===== src/rtl/seg7_scan_if.sv =====
// Bundles the load-side inputs and display-side outputs of the 7-segment scan driver.
// Master drives the value to show; the slave (the driver) owns the display pins.
interface seg7_scan_if;
    logic        load;
    logic [15:0] value;
    logic [3:0]  dp;
    logic        blank_lz;
    logic [3:0]  an;
    logic [6:0]  seg;
    logic        dp_n;
    logic        frame_done;

    modport master (
        output load, value, dp, blank_lz,
        input  an, seg, dp_n, frame_done
    );

    modport slave (
        input  load, value, dp, blank_lz,
        output an, seg, dp_n, frame_done
    );
endinterface


===== src/rtl/seg7_scan_driver.sv =====
// Multiplexes a double-buffered 16-bit hex value onto a 4-digit 7-segment display.
// A new value is swapped into the display register only on a frame boundary.
//
// state | meaning
// DIG0  | digit 0 (value[3:0]) lit
// DIG1  | digit 1 (value[7:4]) lit
// DIG2  | digit 2 (value[11:8]) lit
// DIG3  | digit 3 (value[15:12]) lit; frame ends as this slot expires
module seg7_scan_driver #(
    parameter int REFRESH_DIV = 50000,
    parameter bit ACTIVE_LOW  = 1'b1
) (
    input  logic        clk,
    input  logic        clr,
    seg7_scan_if.slave  bus
);
    localparam int DW = (REFRESH_DIV > 2) ? $clog2(REFRESH_DIV) : 1;
    localparam logic [DW-1:0] DIV_LAST = DW'(REFRESH_DIV - 1);
    localparam logic [3:0] AN_OFF  = ACTIVE_LOW ? 4'hF : 4'h0;
    localparam logic [6:0] SEG_OFF = ACTIVE_LOW ? 7'h7F : 7'h00;
    localparam logic       DP_OFF  = ACTIVE_LOW;

    typedef enum logic [1:0] {DIG0, DIG1, DIG2, DIG3} digit_e;

    // {value[15:0], dp[3:0]}
    logic [19:0]   pend_q, pend_d, disp_q, disp_d;
    logic          pend_valid_q, pend_valid_d;
    logic [DW-1:0] div_q, div_d;
    digit_e        idx_q, idx_d;
    logic [3:0]    an_q, an_d;
    logic [6:0]    seg_q, seg_d;
    logic          dp_n_q, dp_n_d;
    logic          wrap, frame_end;
    logic [3:0]    nib;
    logic          blank, dp_hi;
    logic [3:0]    an_hi;
    logic [6:0]    seg_hi;

    function automatic logic [6:0] hex7(input logic [3:0] h);
        case (h)
            4'h0: hex7 = 7'b0111111;
            4'h1: hex7 = 7'b0000110;
            4'h2: hex7 = 7'b1011011;
            4'h3: hex7 = 7'b1001111;
            4'h4: hex7 = 7'b1100110;
            4'h5: hex7 = 7'b1101101;
            4'h6: hex7 = 7'b1111101;
            4'h7: hex7 = 7'b0000111;
            4'h8: hex7 = 7'b1111111;
            4'h9: hex7 = 7'b1101111;
            4'hA: hex7 = 7'b1110111;
            4'hB: hex7 = 7'b1111100;
            4'hC: hex7 = 7'b0111001;
            4'hD: hex7 = 7'b1011110;
            4'hE: hex7 = 7'b1111001;
            default: hex7 = 7'b1110001;
        endcase
    endfunction

    always_comb begin
        wrap      = (div_q == DIV_LAST);
        frame_end = wrap && (idx_q == DIG3);
        div_d     = wrap ? '0 : div_q + 1'b1;
        idx_d     = wrap ? digit_e'(idx_q + 2'd1) : idx_q;

        pend_d       = bus.load ? {bus.value, bus.dp} : pend_q;
        pend_valid_d = pend_valid_q;
        disp_d       = disp_q;
        // A load landing on the frame boundary bypasses the pending buffer.
        if (frame_end && bus.load) begin
            disp_d       = {bus.value, bus.dp};
            pend_valid_d = 1'b0;
        end else if (frame_end && pend_valid_q) begin
            disp_d       = pend_q;
            pend_valid_d = 1'b0;
        end else if (bus.load) begin
            pend_valid_d = 1'b1;
        end

        // Output registers look ahead to the slot and contents of the next cycle.
        nib   = disp_d[7:4];
        blank = 1'b0;
        dp_hi = disp_d[0];
        an_hi = 4'b0001;
        case (idx_d)
            DIG1: begin
                nib   = disp_d[11:8];
                blank = (disp_d[19:8] == 12'h000);
                dp_hi = disp_d[1];
                an_hi = 4'b0010;
            end
            DIG2: begin
                nib   = disp_d[15:12];
                blank = (disp_d[19:12] == 8'h00);
                dp_hi = disp_d[2];
                an_hi = 4'b0100;
            end
            DIG3: begin
                nib   = disp_d[19:16];
                blank = (disp_d[19:16] == 4'h0);
                dp_hi = disp_d[3];
                an_hi = 4'b1000;
            end
            default: ;
        endcase
        seg_hi = (blank && bus.blank_lz) ? 7'h00 : hex7(nib);

        an_d   = ACTIVE_LOW ? ~an_hi  : an_hi;
        seg_d  = ACTIVE_LOW ? ~seg_hi : seg_hi;
        dp_n_d = ACTIVE_LOW ? ~dp_hi  : dp_hi;
    end

    always_ff @(posedge clk) begin
        if (clr) begin
            pend_q       <= '0;
            pend_valid_q <= 1'b0;
            disp_q       <= '0;
            div_q        <= '0;
            idx_q        <= DIG0;
            an_q         <= AN_OFF;
            seg_q        <= SEG_OFF;
            dp_n_q       <= DP_OFF;
        end else begin
            pend_q       <= pend_d;
            pend_valid_q <= pend_valid_d;
            disp_q       <= disp_d;
            div_q        <= div_d;
            idx_q        <= idx_d;
            an_q         <= an_d;
            seg_q        <= seg_d;
            dp_n_q       <= dp_n_d;
        end
    end

    assign bus.an         = an_q;
    assign bus.seg        = seg_q;
    assign bus.dp_n       = dp_n_q;
    assign bus.frame_done = frame_end;
endmodule

===== src/flat_wrapper.sv =====
// flat-port wrapper written by rule: the top's interface ports become plain ports
module seg7_scan_driver_flat 
#(
    parameter int REFRESH_DIV = 50000,
    parameter bit ACTIVE_LOW  = 1'b1
)
  (clk, clr, bus_load, bus_value, bus_dp, bus_blank_lz, bus_an, bus_seg, bus_dp_n, bus_frame_done);
  seg7_scan_if bus_i ();
  input  logic clk;
  input  logic clr;
  input wire logic [$bits(bus_i.load)-1:0] bus_load;
  input wire logic [$bits(bus_i.value)-1:0] bus_value;
  input wire logic [$bits(bus_i.dp)-1:0] bus_dp;
  input wire logic [$bits(bus_i.blank_lz)-1:0] bus_blank_lz;
  output wire logic [$bits(bus_i.an)-1:0] bus_an;
  output wire logic [$bits(bus_i.seg)-1:0] bus_seg;
  output wire logic [$bits(bus_i.dp_n)-1:0] bus_dp_n;
  output wire logic [$bits(bus_i.frame_done)-1:0] bus_frame_done;
  assign bus_i.load = bus_load;
  assign bus_i.value = bus_value;
  assign bus_i.dp = bus_dp;
  assign bus_i.blank_lz = bus_blank_lz;
  assign bus_an = bus_i.an;
  assign bus_seg = bus_i.seg;
  assign bus_dp_n = bus_i.dp_n;
  assign bus_frame_done = bus_i.frame_done;
  seg7_scan_driver #(.REFRESH_DIV(REFRESH_DIV), .ACTIVE_LOW(ACTIVE_LOW)) u_core (.clk(clk), .clr(clr), .bus(bus_i));
endmodule

===== config.mk =====
export PLATFORM = sky130hd
export DESIGN_NAME = seg7_scan_driver_flat
export DESIGN_NICKNAME = d
export VERILOG_FILES = /design/src/rtl/seg7_scan_if.sv /design/src/rtl/seg7_scan_driver.sv /design/src/flat_wrapper.sv
export SDC_FILE = /design/constraint.sdc
export NUM_CORES = 1
export LEC_CHECK = 0
export ABC_CLOCK_PERIOD_IN_PS = 3700
export BUFFER_PORTS_ARGS = -buffer_cell sky130_fd_sc_hd__clkbuf_2
export CORE_AREA = 2 2 81 83
export DETAILED_ROUTE_END_ITERATION = 7
export DIE_AREA = 0 0 83 85
export HOLD_SLACK_MARGIN = 0.12
export PLACE_DENSITY = 0.75
export SYNTH_ARGS = -nofsm -noshare
export SYNTH_HDL_FRONTEND = slang
export SYNTH_SLANG_ARGS = --single-unit

===== constraint.sdc =====
create_clock -name clk -period 3.7 [get_ports clk]
set_input_delay 0 -clock clk [delete_from_list [all_inputs] [get_ports clk]]
set_output_delay 0 -clock clk [all_outputs]
set_load 0.1 [all_outputs]

==> results.tsv, run 1 <==
stage	metric	value	unit
power_and_ir_drop	Clk pwr share	0.401	
logic_synthesis	syn_nets	400	
power_and_ir_drop	Total Power	0.00155	W
timing	total negative slack	0	ns
worst_setup_path	reg2reg setup slack	0.44	ns
global_routing	number of global-route vias before repair	2708	
global_routing	Overflow after GRT	0	
place	Routability Congestion	0.878	
timing	Period minus WS final	3.26	ns
clock_network	root buffer cell	clkbuf_8	
detailed_routing	DR vias	2939	
place	Port Buf Inserts	36	
power_and_ir_drop	Worst IR Drop VDD	282	uV
timing	Pins Over Slew Limit	0	
timing	worst clock skew	0.0137	ns
clock_network	Worst-path clk slew	0.08	ns
die	total die area	7060	um2
detailed_routing	Via density	5.79	
worst_setup_path	CP startpoint kind	flip-flop	
worst_hold_path	hold wc startpoint	bus_blank_lz	
worst_setup_path	Reg2Reg Launch Point	u_core.div_q[0]	
power_and_ir_drop	switch share	0.247	
clock_network	Max H-tree Level	3	
layout	Diodes inserted	0	
layout	Layout fillers	522	
worst_setup_path	worst r2r path cells	12	
logic_synthesis	Top FF cell, synth	dfxtp_1	
logic_synthesis	Cells after Synth	370	
worst_hold_path	worst hold-check path type	in2reg	
logic_synthesis	Synth Area in Compound Gates	0.156	
worst_setup_path	RR Endpoint	u_core.bus.seg[4]	
logic_synthesis	Yosys cell types	60	
clock_network	post-CTS resize count	0	
logic_synthesis	multiplexer area fraction after synthesis	0.0676	
power_and_ir_drop	sequential share of power	0.515	
power_and_ir_drop	P_leak	1.62	nW
global_routing	first-pass GRT wire length	12700	um
logic_synthesis	Syn Std Cell Area	3330	um2
detailed_routing	DRC errors left	0	
clock_network	CTS tree	built	
timing	post-route clock period utilization	0.881	
worst_setup_path	slowest CP cell	mux2i_2	
detailed_routing	Routed WL	7690	um
run	MaxCap Viol Count	0	
layout	area grow syn2layout	19.0	%
worst_setup_path	CP Class	reg2reg	
logic_synthesis	yosys warns	0	
outcome	status	complete, no violations	
die	I/O pin count	37	
timing	slew of the pin with the lowest slew margin	0.994	ns
global_routing	total track usage	0.226	
layout	share of layout cells above drive strength 1	0.167	
power_and_ir_drop	Int Power	0.00116	W
logic_synthesis	ys async rst share	0	
worst_setup_path	CP cell instances	ha_1, and3_1, nand4_2, mux2i_2, nand2_1, o221a_2, inv_1, ha_1, inv_1, a21oi_1, a21oi_1, o221ai_1	
logic_synthesis	number of enable flip-flop cells after synthesis	0	
worst_setup_path	Crit Path Max Fanout	8	
global_routing	largest net degree at the start of global routing	49	
timing	final hold vios	0	
die	Die Height	85	um
power_and_ir_drop	net switching power	0.000383	W
die	core area	6200	um2
worst_setup_path	CP peak stage delay	0.49	ns
logic_synthesis	sequential share of the synthesized area	0.426	
timing	Max Freq	307	MHz
timing	Worst slew margin	0.337	
detailed_routing	DR pass1 iterations	4	
detailed_routing	ANT nets after route	0	
power_and_ir_drop	combinational share of power	0.084	
worst_hold_path	Hold EP	u_core.bus.seg[6]	
worst_setup_path	CP required	3.98	ns
worst_setup_path	CP Capture Type	flip-flop	
logic_synthesis	post-synthesis average cell area	9.01	um2
logic_synthesis	main combinational cell family by area after synthesis	simple AND/OR/NAND/NOR gates	
logic_synthesis	simple-gate portion of the synthesized area	0.259	
timing	count of final setup violators	0	
power_and_ir_drop	power per cell area	390	nW/um2
clock_network	TritonCTS sink count	71	
clock_network	Inserted Clock Buffers	9	
global_routing	antenna violations before repair	0	
detailed_routing	per-cell routed wire length	15.1	um
die	Rows	29	
logic_synthesis	Synth Area in XOR/XNOR	0.0417	
clock_network	CTS Buffer Depth	2	
worst_setup_path	CP Data Arrival Time	3.54	ns
layout	NumNets Final	456	
logic_synthesis	synthesized flop and latch total	71	
timing	final hold slack	0.226	ns
logic_synthesis	adder-cell share of the synthesized area	0.0225	
detailed_routing	First DRT Iteration DRCs	179	
clock_network	worst skew pair latency	0.36	ns
worst_hold_path	Hold Path Depth	5	
die	die width	83	um
place	Post-DP HPWL	5120	um
die	initial core utilization	0.537	
timing	RSZ-0062 raised after global routing	no	
==> metal layers <==
| metal | up-vias | GRT usage | share of wire |
|---|---|---|---|
| met2 | 78 | 0.364 | 0.47 |
| met5 | - | 0 | 0 |
| met1 | 1401 | 0.284 | 0.46 |
| met3 | 12 | 0.0788 | 0.047 |
| met4 | 0 | 0.0775 | 0.017 |
| li1 | 1448 | - | - |
==> logic make-up (layout without fill, tap and decap cells) <==
group	after synthesis	count (layout)
adder cells (fa/ha/maj)	6	6
multiplexers	22	22
AO/OA/AOI/OAI	67	67
XOR/XNOR	15	15
AND/OR/NAND/NOR	168	168
buffers and inverters	21	82
flip-flops	71	71
==> stage by stage <==
step	cells	worst slack [ns]	area [um2]	utilization
2_1_floorplan	370	0.967	3330	-
3_3_place_gp	471	0.597	3560	0.574
3_5_place_dp	471	0.527	3560	0.574
4_1_cts	508	0.480	3970	0.639
5_1_grt	508	0.112	3970	0.639
6_report	508	0.439	3970	0.639
==> worst max-delay path: cells and delay by family (launching register included) <==
family / cells / cell delay [ns]
AND/OR/NAND/NOR: 3 / 0.90
AO/OA/AOI/OAI: 4 / 0.83
multiplexers: 1 / 0.49
adder cells (fa/ha/maj): 2 / 0.39
buffers and inverters: 2 / 0.23
flip-flops: 1 / 0.37
==> layout by cell type, fill, tap and decap left out, types with 9 or more instances in the layout <==
master         netlist  final
mux2i_1             20     20
o21ai_0             11     11
dfxtp_1             71     71
nor2_1              70     70
nand2b_1             9      9
xor2_1              10     10
nand2_1             21     21
nor3_1              11     11
a21oi_1              9      9
dlygate4sd3_1        0     21
nand3_1             14     14
clkbuf_8             0     10
clkbuf_2             0     36
==> registers in the layout, indices dropped and copies added, names as in the netlist <==
signal               cells
u_core.idx_q             2
u_core.div_q            16
u_core.pend_valid_q      1
u_core.disp_q           20
u_core.bus.an            4
u_core.bus.dp_n          1
u_core.bus.seg           7
u_core.pend_q           20
==> Yosys cell counts, drive strengths merged (2+ instances only) <==
| library cell | n | area, um2 |
|---|---|---|
| o32a | 8 | 80.1 |
| and2 | 2 | 12.5 |
| xnor2 | 5 | 51.3 |
| a32oi | 2 | 17.5 |
| nand2 | 21 | 78.8 |
| nor4b | 2 | 32.5 |
| nor3 | 11 | 55.1 |
| and4b | 2 | 20.0 |
| and4bb | 2 | 25.0 |
| and4 | 3 | 27.5 |
| o211ai | 2 | 15.0 |
| o21ai | 13 | 68.8 |
| a22oi | 2 | 15.0 |
| nor2b | 6 | 37.5 |
| buf | 5 | 27.5 |
| o21a | 3 | 22.5 |
| xor2 | 10 | 87.6 |
| mux2i | 21 | 214 |
| o221ai | 4 | 35.0 |
| dfxtp | 71 | 1420 |
| o21bai | 4 | 30.0 |
| nand3 | 15 | 80.1 |
| or4 | 2 | 18.8 |
| inv | 7 | 26.3 |
| nand2b | 9 | 56.3 |
| o221a | 5 | 56.3 |
| or3 | 5 | 31.3 |
| nor2 | 71 | 269 |
| a21oi | 10 | 53.8 |
| nand4 | 9 | 62.6 |
| o22a | 4 | 37.5 |
| ha | 6 | 75.1 |
| o2111ai | 2 | 17.5 |
| clkbuf | 9 | 33.8 |
| and3 | 5 | 31.3 |
| o22ai | 4 | 25.0 |
==> how the worst max path moves through the flow <==
stage,slack [ns],depth (start not counted),endpoint,startpoint
6_report,0.44,12,u_core.bus.seg[4],u_core.div_q[0]
5_1_grt,0.11,12,u_core.bus.seg[4],u_core.div_q[0]
4_1_cts,0.48,12,u_core.bus.seg[4],u_core.div_q[0]
3_5_place_dp,0.53,13,u_core.bus.seg[4],u_core.div_q[0]
3_3_place_gp,0.60,13,u_core.bus.seg[4],u_core.div_q[0]
2_1_floorplan,0.97,14,u_core.bus.seg[4],u_core.div_q[0]
==> power groups by stage <==
stage,sequential [W],clock [W],combinational (W)
2_1_floorplan,0.000841,0,0.0000555
3_3_place_gp,0.000814,0,0.000111
3_5_place_dp,0.000814,0,0.000113
4_1_cts,0.000797,0.000630,0.000130
5_1_grt,0.000799,0.000661,0.000142
6_report,0.000797,0.000620,0.000130
==> area by class of cell <==
cell class                 instances  area [um2]  area share
clock buffer                      13         149      0.0376
clock inverter                     3        42.5      0.0107
inverter                           7        26.3     0.00663
multi-input combinational        278        1820       0.460
sequential                        71        1420       0.358
tap                               77        96.3      0.0243
timing repair buffer              59         405       0.102
==> timing repair <==
action	4_1_cts	5_1_grt
hold buffers	21	0
endpoints found under the hold margin	27	0
buffers inserted	0	0
(Power assumes the default switching activity.)
==> run 2, diff against run 1 <==
--- a/config.mk
+++ b/config.mk
@@ -8,10 +8,12 @@
 export ABC_CLOCK_PERIOD_IN_PS = 3700
 export BUFFER_PORTS_ARGS = -buffer_cell sky130_fd_sc_hd__clkbuf_2
 export CORE_AREA = 2 2 81 83
+export CTS_CLUSTER_DIAMETER = 40
 export DETAILED_ROUTE_END_ITERATION = 7
 export DIE_AREA = 0 0 83 85
 export HOLD_SLACK_MARGIN = 0.12
 export PLACE_DENSITY = 0.75
+export SETUP_SLACK_MARGIN = 0.5
 export SYNTH_ARGS = -nofsm -noshare
 export SYNTH_HDL_FRONTEND = slang
 export SYNTH_SLANG_ARGS = --single-unit
==> run 2 against run 1 <==
  * Clock skew decreased by 0.0017 ns
  * Global-route usage increased by 0.21 points
  * Power decreased by 0.12%
  * Sequential power about the same
  * Highest routed layer unchanged
  * Final area increased by 3.7%
  * Die area unchanged
==> results.tsv, run 2 (synthesis gave the netlist of run 1 again) <==
stage	metric	value	unit	change
timing	worst clock skew	0.0119	ns	was 0.0137 ns
worst_setup_path	reg2reg setup slack	0.68	ns	was 0.44 ns
worst_setup_path	CP Class	reg2reg		unchanged
timing	final hold vios	0		unchanged
die	core area	6200	um2	unchanged
power_and_ir_drop	P_leak	1.67	nW	was 1.62 nW
timing	total negative slack	0	ns	unchanged
timing	slew of the pin with the lowest slew margin	0.978	ns	was 0.994 ns
place	Post-DP HPWL	5120	um	unchanged
die	die width	83	um	unchanged
layout	Largest regs	u_core.disp_q x20, u_core.pend_q x20, u_core.div_q x16		unchanged
place	area of placed instances	3560	um2	unchanged
clock_network	Inserted Clock Buffers	9		unchanged
worst_setup_path	delay-heaviest family, CP	simple AND/OR/NAND/NOR gates		unchanged
worst_hold_path	Hold EP	u_core.bus.seg[6]		unchanged
global_routing	largest net degree at the start of global routing	49		unchanged
detailed_routing	per-cell routed wire length	15.2	um	was 15.1 um
worst_setup_path	CP required	3.98	ns	about the same
detailed_routing	Via density	5.75		was 5.79
global_routing	total track usage	0.228		was 0.226
timing	count of final setup violators	0		unchanged
layout	most common cell after layout, fill and taps aside	dfxtp_1		unchanged
detailed_routing	DR pass1 iterations	4		unchanged
timing	Worst slew margin	0.348		was 0.337
worst_setup_path	Crit Path Max Fanout	11		was 8
layout	most frequent cells in the layout	dfxtp_1, nor2_1, clkbuf_2		unchanged
die	I/O pin count	37		unchanged
worst_setup_path	CP cell instances	ha_1, and4_1, nand4_1, buf_4, inv_2, a32oi_1, and3_1, nor2_1, or4_1, or3_1, o2111ai_1		was ha_1, and3_1, nand4_2, mux2i_2, nand2_1, o221a_2, inv_1, ha_1, inv_1, a21oi_1, a21oi_1, o221ai_1
timing	Max Freq	331	MHz	was 307 MHz
global_routing	number of global-route vias before repair	2725		was 2708
place	Port Buf Inserts	36		unchanged
clock_network	worst skew pair latency	0.36	ns	about the same
layout	Layout fillers	505		was 522
timing	Period minus WS final	3.02	ns	was 3.26 ns
worst_setup_path	CP Capture Type	flip-flop		unchanged
clock_network	CTS tree	built		unchanged
clock_network	Max H-tree Level	3		unchanged
worst_setup_path	CP peak stage delay	0.65	ns	was 0.49 ns
clock_network	CTS Buffer Depth	2		unchanged
layout	fin area	4110	um2	was 3970 um2
die	total die area	7060	um2	unchanged
clock_network	Worst-path clk slew	0.08	ns	about the same
clock_network	root buffer cell	clkbuf_8		unchanged
worst_hold_path	hold wc startpoint	bus_blank_lz		unchanged
worst_setup_path	worst r2r path cells	11		was 12
worst_setup_path	slowest CP cell	or4_1		was mux2i_2
die	Die Height	85	um	unchanged
worst_setup_path	Reg2Reg Launch Point	u_core.idx_q[0]		was u_core.div_q[0]
global_routing	antenna violations before repair	0		unchanged
worst_hold_path	Hold Path Depth	5		unchanged
outcome	status	complete, no violations		unchanged
detailed_routing	DRC errors left	0		unchanged
worst_setup_path	CP startpoint kind	flip-flop		unchanged
detailed_routing	First DRT Iteration DRCs	227		was 179
run	MaxCap Viol Count	0		unchanged
global_routing	Overflow after GRT	0		unchanged
power_and_ir_drop	Worst IR Drop VDD	285	uV	was 282 uV
worst_setup_path	CP Data Arrival Time	3.30	ns	was 3.54 ns
layout	NumNets Final	465		was 456
layout	FF+latch area	1420	um2	about the same
detailed_routing	Routed WL	7840	um	was 7690 um
worst_setup_path	WP buf/inv	2		unchanged
detailed_routing	DR vias	2971		was 2939
worst_hold_path	worst hold-check path type	in2reg		unchanged
die	initial core utilization	0.537		unchanged
clock_network	TritonCTS sink count	71		unchanged
layout	Finished Layout Cells	517		was 508
detailed_routing	ANT nets after route	0		unchanged
die	Rows	29		unchanged
place	DP Cell Count	471		unchanged
power_and_ir_drop	power per cell area	376	nW/um2	was 390 nW/um2
layout	area grow syn2layout	23.3	%	was 19.0%
layout	Diodes inserted	0		unchanged
layout	share of layout cells above drive strength 1	0.202		was 0.167
timing	RSZ-0062 raised after global routing	no		unchanged
timing	Pins Over Slew Limit	0		unchanged
layout	multi-input logic area	1910	um2	was 1820 um2
worst_setup_path	RR Endpoint	u_core.bus.seg[5]		was u_core.bus.seg[4]
place	Routability Congestion	0.878		unchanged
global_routing	first-pass GRT wire length	12800	um	was 12700 um
timing	post-route clock period utilization	0.816		was 0.881
==> run 2: timing repair <==
action,in CTS,in global routing
hold endpoints to repair,27,0
gates cloned,0,1
setup buffers,0,8
setup endpoints to repair,1,7
resized for setup,2,11
pin swaps,0,2
hold buffers,21,0
==> run 2: worst max-delay path by stage <==
stage                        endpoint        startpoint  depth (start not counted)  slack, ns
global route        u_core.bus.seg[3]  u_core.div_q[11]                         11       0.49
detailed placement  u_core.bus.seg[4]   u_core.div_q[0]                         13       0.53
CTS                 u_core.bus.seg[4]   u_core.div_q[0]                         13       0.51
finish              u_core.bus.seg[5]   u_core.idx_q[0]                         11       0.68
floorplan           u_core.bus.seg[4]   u_core.div_q[0]                         14       0.97
global placement    u_core.bus.seg[4]   u_core.div_q[0]                         13       0.60
==> run 2: area by class of cell <==
cell class | count | share of cell area
Timing Repair Buffer | 67 | 0.113
Inverter | 7 | 0.00639
Sequential cell | 71 | 0.346
Clock inverter | 3 | 0.0104
Clock buffer | 13 | 0.0362
Multi-Input combinational cell | 279 | 0.464
Tap cell | 77 | 0.0234
==> run 2: power by group <==
| part | internal (W) | switching [W] | total (W) |
|---|---|---|---|
| clock | 0.000330 | 0.000287 | 0.000617 |
| sequential | 0.000784 | 0.0000128 | 0.000797 |
| combinational | 0.0000509 | 0.0000805 | 0.000131 |
| total | 0.00116 | 0.000381 | 0.00155 |
==> run 2: worst min-delay path, stage by stage <==
cell	delay, ns
clkbuf_2	0.09
nand2_1	0.04
and4b_1	0.25
a21oi_2	0.11
nand4_1	0.08
==> run 2: layer usage <==
layer / vias up / GRT usage / wire length (um)
li1: 1468 / - / -
met1: 1424 / 0.285 / 3620
met2: 67 / 0.370 / 3790
met3: 12 / 0.0788 / 295
met4: 0 / 0.0775 / 136
met5: - / 0 / 0
==> run 2: through the flow <==
stage	power, W	utilization	hold slack [ns]	setup slack [ns]
CTS	0.00156	0.642	0.218	0.506
global placement	0.000925	0.574	0.244	0.597
detailed placement	0.000927	0.574	0.261	0.527
floorplan	0.000896	-	0.125	0.967
global route	0.00160	0.662	0.253	0.487
finish	0.00155	0.662	0.233	0.682
